File: config.mk
export PLATFORM = sky130hd
export DESIGN_NAME = branch_resolve_unit
export DESIGN_NICKNAME = d
export VERILOG_FILES = /design/src/rtl/br_pkg.sv /design/src/rtl/br_bht.sv /design/src/rtl/branch_resolve_unit.sv
export SDC_FILE = /design/constraint.sdc
export NUM_CORES = 1
export LEC_CHECK = 0
export CAP_MARGIN = 20
export CORE_AREA = 2 2 182 184
export DETAILED_ROUTE_END_ITERATION = 16
export DIE_AREA = 0 0 184 186
export HOLD_SLACK_MARGIN = 0.1
export MAX_ROUTING_LAYER = met4
export PLACE_DENSITY = 0.59
export SETUP_SLACK_MARGIN = 0.2
export SYNTH_ARGS = -nofsm -noshare
export SYNTH_HDL_FRONTEND = slang
export SYNTH_HIERARCHICAL = 1
export SYNTH_SLANG_ARGS = --single-unit
File: constraint.sdc
create_clock -name i_clk -period 10.7 [get_ports i_clk]
set_clock_uncertainty 0.05 [all_clocks]
set_input_delay 2.14 -clock i_clk [delete_from_list [all_inputs] [get_ports i_clk]]
set_output_delay 2.14 -clock i_clk [all_outputs]
set_load 0.005 [all_outputs]
File: src/rtl/br_pkg.sv
// Shared definitions for the execute-stage branch resolve unit: branch funct3
// encodings, 2-bit predictor counter type and the flush vector layout.
package br_pkg;

   localparam logic [2:0] F3_BEQ  = 3'b000;
   localparam logic [2:0] F3_BNE  = 3'b001;
   localparam logic [2:0] F3_BLT  = 3'b100;
   localparam logic [2:0] F3_BGE  = 3'b101;
   localparam logic [2:0] F3_BLTU = 3'b110;
   localparam logic [2:0] F3_BGEU = 3'b111;

   typedef logic [1:0] ctr2_t;

   localparam ctr2_t SNT = 2'b00;
   localparam ctr2_t WNT = 2'b01;
   localparam ctr2_t WT  = 2'b10;
   localparam ctr2_t ST  = 2'b11;

   localparam int FLUSH_IF_ID  = 0;
   localparam int FLUSH_ID_EX  = 1;
   localparam int FLUSH_EX_MEM = 2;

   function automatic ctr2_t ctr_next(input ctr2_t c, input logic taken);
      if (taken) begin
         return (c == ST) ? ST : c + 2'd1;
      end
      return (c == SNT) ? SNT : c - 2'd1;
   endfunction

endpackage

File: src/rtl/br_bht.sv
// Direct-mapped table of 2-bit saturating predictors: async read for fetch,
// synchronous update from execute, synchronous reset to weakly not-taken.
module br_bht
   import br_pkg::*;
#(
   parameter int IDX_W = 6
) (
   input  logic             clk,
   input  logic             reset,
   input  logic [IDX_W-1:0] rd_idx,
   output logic             rd_taken,
   input  logic             wr_en,
   input  logic [IDX_W-1:0] wr_idx,
   input  logic             wr_taken
);

   localparam int DEPTH = 1 << IDX_W;

   ctr2_t entry_q [DEPTH];

   // Read returns the pre-update value when fetch and execute hit the same entry.
   assign rd_taken = entry_q[rd_idx][1];

   always_ff @(posedge clk) begin
      if (!reset) begin
         for (int i = 0; i < DEPTH; i++) begin
            entry_q[i] <= WNT;
         end
      end else if (wr_en) begin
         entry_q[wr_idx] <= ctr_next(entry_q[wr_idx], wr_taken);
      end
   end

endmodule

File: src/rtl/branch_resolve_unit.sv
// Resolves EX-stage branches and jumps against the fetch prediction, issues a
// one-cycle registered redirect/flush, trains the BHT and counts branches.
module branch_resolve_unit
   import br_pkg::*;
#(
   parameter int IDX_W = 6,
   parameter int CNT_W = 32
) (
   input  logic             i_clk,
   input  logic             i_reset,
   input  logic             i_stall,
   input  logic             i_ex_valid,
   input  logic             i_ex_is_br,
   input  logic             i_ex_is_jmp,
   input  logic [2:0]       i_ex_funct3,
   input  logic [31:0]      i_ex_pc,
   input  logic [31:0]      i_ex_target,
   input  logic             i_ex_pred_taken,
   input  logic             i_br_eq,
   input  logic             i_br_lt,
   output logic             o_cmp_signed,
   input  logic [31:0]      i_if_pc,
   output logic             o_if_pred_taken,
   output logic             o_redirect,
   output logic [31:0]      o_redirect_pc,
   output logic [2:0]       o_flush,
   output logic [CNT_W-1:0] o_br_count,
   output logic [CNT_W-1:0] o_mispred_count
);

   logic        legal_br;
   logic        cond_taken;
   logic        resolve;
   logic        jmp_res;
   logic        br_res;
   logic        mispred;
   logic        redirect_d;
   logic [2:0]  flush_d;
   logic [31:0] redirect_pc_d;
   logic        unused_if_pc;

   assign o_cmp_signed = ~i_ex_funct3[1];

   always_comb begin
      legal_br   = 1'b1;
      cond_taken = 1'b0;
      case (i_ex_funct3)
         F3_BEQ:           cond_taken = i_br_eq;
         F3_BNE:           cond_taken = ~i_br_eq;
         F3_BLT, F3_BLTU:  cond_taken = i_br_lt;
         F3_BGE, F3_BGEU:  cond_taken = ~i_br_lt;
         default:          legal_br   = 1'b0;
      endcase
   end

   // While a redirect is out, the EX instruction is wrong-path and must not resolve.
   assign resolve    = i_ex_valid & ~i_stall & ~o_redirect;
   assign jmp_res    = resolve & i_ex_is_jmp;
   assign br_res     = resolve & i_ex_is_br & ~i_ex_is_jmp & legal_br;
   assign mispred    = cond_taken != i_ex_pred_taken;
   assign redirect_d = jmp_res | (br_res & mispred);

   assign redirect_pc_d = (i_ex_is_jmp | cond_taken) ? i_ex_target : i_ex_pc + 32'd4;

   always_comb begin
      flush_d               = '0;
      flush_d[FLUSH_IF_ID]  = redirect_d;
      flush_d[FLUSH_ID_EX]  = redirect_d;
      flush_d[FLUSH_EX_MEM] = redirect_d;
   end

   always_ff @(posedge i_clk) begin
      if (!i_reset) begin
         o_redirect      <= 1'b0;
         o_redirect_pc   <= '0;
         o_flush         <= '0;
         o_br_count      <= '0;
         o_mispred_count <= '0;
      end else begin
         o_redirect <= redirect_d;
         o_flush    <= flush_d;
         if (redirect_d) begin
            o_redirect_pc <= redirect_pc_d;
         end
         if (br_res) begin
            o_br_count <= o_br_count + CNT_W'(1);
            if (mispred) begin
               o_mispred_count <= o_mispred_count + CNT_W'(1);
            end
         end
      end
   end

   br_bht #(
      .IDX_W (IDX_W)
   ) u_bht (
      .clk      (i_clk),
      .reset    (i_reset),
      .rd_idx   (i_if_pc[IDX_W+1:2]),
      .rd_taken (o_if_pred_taken),
      .wr_en    (br_res),
      .wr_idx   (i_ex_pc[IDX_W+1:2]),
      .wr_taken (cond_taken)
   );

   assign unused_if_pc = ^{i_if_pc[31:IDX_W+2], i_if_pc[1:0]};

endmodule
# ---- Word-level counts from Yosys, hierarchy flattened
# Memory sizes are Yosys's and may differ from the RTL's.
# Index checks and enable logic that the tools add are counted.
dict set report classes {
  bitwise 15
  n_eq_ne 7
  div 0
  order_cmp 0
  n_reduce_logical 7
  mul 0
  shift 0
  addsub 5
  n_mux 19
}
# operator n
set ops {}
lappend ops {{adder 32 x 1 -> 32 bit, second input constant} 2}
lappend ops {{adder 32 x 3 -> 32 bit, second input constant} 1}
lappend ops {{two-way mux 32 bit} 1}
lappend ops {{two-way mux 2 bit} 7}
lappend ops {{equality test 3 bit, second input constant} 4}
lappend ops {{two-way mux 1 bit} 9}
lappend ops {{bitwise AND 1 bit} 7}
lappend ops {{two-way mux 6 bit} 1}
lappend ops {{inverter 1 bit} 6}
lappend ops {{OR reduction 2 bit} 3}
lappend ops {{OR reduction 6 bit} 1}
lappend ops {{case mux 1 bit (4 select lines)} 1}
lappend ops {{equality test 3 x 1 -> 1 bit, second input constant} 1}
lappend ops {{logical NOT 3 bit} 1}
lappend ops {{adder 2 x 1 -> 2 bit, second input constant} 1}
lappend ops {{equality test 2 bit, second input constant} 1}
lappend ops {{logical NOT 2 bit} 1}
lappend ops {{OR 1 bit} 2}
lappend ops {{AND reduction 2 bit} 1}
lappend ops {{subtractor 2 x 1 -> 2 bit, second input constant} 1}
lappend ops {{inequality test 1 bit} 1}
dict set report totals {
  latch_bits 0
  word_cells 59
  memories 1
  reg_bits 98
  mem_bits_rw 128
  mem_bits_ro 0
}
# name depth word_bits rd rd_ports_with_merged_regs write_ports line_no
set mem_list {}
lappend mem_list {u_bht.entry_q 64 2 2 0 64 br_bht.sv:19} ;# ctr2_t entry_q [DEPTH];

# ---- Logic depth before layout (Yosys ltp)
dict set report logic_depth {
  depth_word 12
  depth_mapped 12
  depth_no_buf 7
}

# ---- Cells and area by module
# The synthesis kept the hierarchy.
# mod cells_each area_each_um2 seq_area_each_um2 instances
set modules_own_cells {}
lappend modules_own_cells {br_bht 622 6993.0 3843.7 1}
lappend modules_own_cells {branch_resolve_unit 627 5380.2 1941.9 1}

# ---- Least setup slack after synthesis
# No wires, ideal clock.
dict set report synth_path {
  path_kind {input to output}
  from {input i_if_pc[2]}
  to {output o_if_pred_taken}
  required_time_ps 8510
  t_arrival_ps 4385
  cell_stages 5
  path_slack_ps 4125
  path_buffers 2
  cell_sequence {buf_2 > buf_1 > mux4_2 > mux4_2 > mux4_2}
}
dict set report synth_between {
  elab_chain_cells 1
}
# element line_no
set synth_lines {}
lappend synth_lines {{start: declaration} branch_resolve_unit.sv:22} ;# input logic [31:0] i_if_pc,
lappend synth_lines {{memory read (64 x 2 bit)} -}
lappend synth_lines {{end: declaration} branch_resolve_unit.sv:23} ;# output logic o_if_pred_taken,
# Every way passes these cells.

# ---- Worst setup path after layout
dict set report layout_path {
  from {input i_if_pc[3]}
  to {output o_if_pred_taken}
}
# Same word-level chain as after synthesis.

==> results.md <==
* # nets final at 1489
* Dominant cells by area after synthesis: sky130_fd_sc_hd__edfxtp_1 31%, sky130_fd_sc_hd__dfxtp_1 16%, sky130_fd_sc_hd__mux4_2 4.9%, sky130_fd_sc_hd__nand3_1 4.8%, sky130_fd_sc_hd__nand2_1 3.9%
* Post-route cell area at 15200 µm²
* Total global routing track utilization at 22.8%
* Critical path fanouts, max at 16
* Met1 routed wirelength after detailed routing at 16300 µm
* Pin count of the biggest net entering global routing at 99
* TritonCTS clock tree: yes
* Leakage at 4.83 nW
* Combinational family with the most area after synthesis: simple AND/OR/NAND/NOR gates
* Worst hold endpoint: o_redirect_pc[20]$_SDFFE_PN0P_
* Number of gates resized after CTS at 0
* Routed wirelength normalized by instance count at 21.4 µm
* Run status: complete, no violations
* First DRT Iteration DRCs at 1084
* Std-Cell Core Area at 32200 µm²
* Number of failing hold endpoints at the final stage at 0
* Family with the most delay on the worst path: buffers and inverters
* Number of clock buffers inserted by TritonCTS at 26
* Aggregate routed wire length at 38500 µm
* Cell count of the worst hold path at 1
* Area share of fa/ha/maj cells after synthesis at 0.475%
* Compound-cell area share of the yosys netlist at 13.3%
* Post-layout util at 47.3%
* Final worst-path cycle share at 68.9%
* Post-DR vias/cell at 6.01
* CTS hold repair buffers at 0
* Startpoint kind of the worst setup timing path: primary input
* Cell chain of the critical path: clkdlybuf4s50_1, mux4_2, mux4_2, mux4_2, clkdlybuf4s50_1
* Critical path data arrival time at 5180 ps
* Root cell of the clock tree: sky130_fd_sc_hd__clkbuf_16
* Data required time at the worst endpoint at 8510 ps
* Remaining design rule violation count at 0
* Post-synthesis register bit count at 225
* Worst rel slew slack at 20.2%
* Leading area contributor after synthesis: sky130_fd_sc_hd__edfxtp_1
* Wire length on met2 at 17600 µm
* Combinational Power Share at 12.8%
* Die outline height at 186 µm
* Post-synth design cell area at 12400 µm²
* Share of flip-flops with an asynchronous set or reset at 0%
* Hold/Removal Path Class: reg -> reg
* Final setup violation count at 0
* Max H-tree Level at 1
* Share of power burned in the clock network at 41.4%
* Hold path start: o_redirect_pc[20]$_SDFFE_PN0P_
* Layout filler cell count at 3022
* Clock period minus final worst setup slack at 7370 ps
* Worst Path Buf+Inv at 2
* Diodes inserted at 0
* Placed standard-cell area at 14400 µm²
* Max Clock Freq at 136 MHz
* Number of sinks driven by the clock tree at 225
* Internal power consumption at 1.52 mW
* Multi-input logic area at 5990 µm²
* Yosys Warn Count at 6
* Uppermost routed layer: met4
* Via Count at 10800
* Sequential standard cell area at 5790 µm²
* Initial antenna violation count at 0
* Portion of netlist area occupied by mux cells at 8.24%
* Simple-gate share of the synthesized area at 23.4%
* Number of synthesized flops with an enable pin at 128
* Reported max-cap violation count at 0
* Count of boundary I/O pins at 210
* First-pass DRT Iterations at 6
* Largest buffer count on any clock path at 3
* Internal reg-to-reg setup slack at 7050 ps
* RSZ-0062 raised after global routing: false
* Detailed Place HPWL at 25800 µm
* Number of cells on the worst reg-to-reg path at 7
* Layout cell share with drive strength beyond 1 at 10.3%
* Startpoint of the lowest-slack register-to-register path: o_flush[0]$_SDFF_PN0_
* Synth top area share at 31.1%
* Effective utilization at floorplan at 38.4%
* Floorplan die area at 34200 µm²
* Via count of the first global-routing pass at 10200
* Capture instance of the worst register-to-register path: u_bht/entry_q[30][1]$_SDFFCE_PN0P_
* Total Power at 2.05 mW
* Unique cell type count in the Yosys netlist at 75
* Post-Place Setup Slack at 3370 ps
* Critical path start-end classification: in -> out
* Met3 Wirelength at 3490 µm
* Flip-flop cell with the highest count after synthesis: sky130_fd_sc_hd__edfxtp_1
* Maximum cell stage delay along the critical path at 1080 ps
* Post-Syn Area per Cell at 9.91 µm²
* Clock input transition at the sequential cells of the worst setup and hold paths at 60 ps
* Num rows at 66
* Post-Synth XOR/XNOR Area at 2.62%
* Final WS setup at 3330 ps
* IR drop worst, VDD at 0.112 mV
* Crit path top cell by count: sky130_fd_sc_hd__mux4_2
* Actual transition at the worst max-transition pin at 1190 ps
* Synthesis-to-finish area growth at 23.0%
* Fraction of power consumed by sequential logic at 45.8%
* Wire length of the first global-routing pass at 59100 µm
* Number of standard cells after synthesis at 1249
* # Post-CTS Setup Buffers at 0
* Power density normalized to cell area at 135 nW/µm²
* Sw Ratio at 25.9%
* P_sw at 531 µW
* GRT overflow at 0
* Total of buffers placed on input and output ports at 183
* Critical Path Slowest Stage Cell: sky130_fd_sc_hd__clkdlybuf4s50_1
* Clk Latency, worst-skew pair at 550 ps
* Post-Syn Nets at 1360
* Sequential share of the synthesized area at 46.8%
* Routability congestion estimate at 0.895
* Detail Route Antenna Nets at 0
* Critical path capture point type: output port
* Max Transition Viols Final at 0
* Chip Width at 184 µm
* Sum of negative setup slack at 0 ps
cells in the mapped netlist (24+ instances only):
master / instances
sky130_fd_sc_hd__a21oi_1: 34
sky130_fd_sc_hd__edfxtp_1: 128
sky130_fd_sc_hd__nor3_1: 46
sky130_fd_sc_hd__dfxtp_1: 97
sky130_fd_sc_hd__mux2i_1: 31
sky130_fd_sc_hd__nand4_1: 33
sky130_fd_sc_hd__nand2_1: 130
sky130_fd_sc_hd__o21ai_0: 51
sky130_fd_sc_hd__nor2_1: 86
sky130_fd_sc_hd__nand2b_1: 24
sky130_fd_sc_hd__buf_2: 33
sky130_fd_sc_hd__nand3_1: 119
sky130_fd_sc_hd__clkbuf_1: 52
sky130_fd_sc_hd__mux4_2: 27
flip-flops by register name, indices dropped and copies added, names as in the netlist:
| signal | count |
|---|---|
| o_br_count | 32 |
| u_bht/entry_q | 128 |
| o_redirect_pc | 32 |
| o_flush | 1 |
| o_mispred_count | 32 |
area by class of cell:
type | instances | area share [%]
Multi-Input combinational cell | 893 | 39.4
Sequential cell | 225 | 38.0
Timing Repair Buffer | 211 | 13.5
Clock buffer | 33 | 4.64
Tap cell | 408 | 3.35
Clock inverter | 12 | 0.608
Inverter | 21 | 0.518
cell families after synthesis:
family / Yosys count
multiplexers: 67
adder cells (fa/ha/maj): 5
AND/OR/NAND/NOR: 562
XOR/XNOR: 37
buffers and inverters: 131
flip-flops: 225
AO/OA/AOI/OAI: 222
cells in the final DEF (no fill, tap or decap), drive strengths merged, types with 24 or more instances in the layout:
cell type | Yosys | layout
clkdlybuf4s50 | 0 | 180
nand2 | 130 | 130
edfxtp | 128 | 128
nand3 | 120 | 120
dfxtp | 97 | 97
nor2 | 86 | 86
o21ai | 52 | 52
nor3 | 47 | 47
nand4 | 35 | 35
a21oi | 34 | 34
clkbuf | 52 | 33
mux2i | 31 | 31
buf | 58 | 31
mux4 | 27 | 27
nand2b | 24 | 24
how the worst max path moves through the flow:
stage                     startpoint         endpoint  cells past startpoint
after CTS                 i_if_pc[3]  o_if_pred_taken                      5
after global routing      i_if_pc[3]  o_if_pred_taken                      5
after detailed placement  i_if_pc[3]  o_if_pred_taken                      5
final                     i_if_pc[3]  o_if_pred_taken                      5
after floorplan           i_if_pc[2]  o_if_pred_taken                      5
after global placement    i_if_pc[3]  o_if_pred_taken                      5
power by group through the flow:
stage	Combinational [mW]	Sequential, mW	Clock [mW]
5_1_grt	0.281	0.941	0.895
2_1_floorplan	0.163	0.955	0
6_report	0.262	0.940	0.848
3_3_place_gp	0.256	0.958	0
4_1_cts	0.260	0.940	0.863
3_5_place_dp	0.258	0.958	0
through the flow:
step                hold slack (ps)  cells
finish                          414   1803
global route                    426   1803
CTS                             418   1802
detailed placement              402   1757
floorplan                       406   1249
global placement                399   1756
routing by layer:
metal / global-route usage (%) / vias to the layer above
met1: 29.7 / 5254
met5: - / -
li1: - / 4996
met2: 36.2 / 503
met3: 4.03 / 85
met4: 7.14 / 0
(Power assumes the default switching activity.)
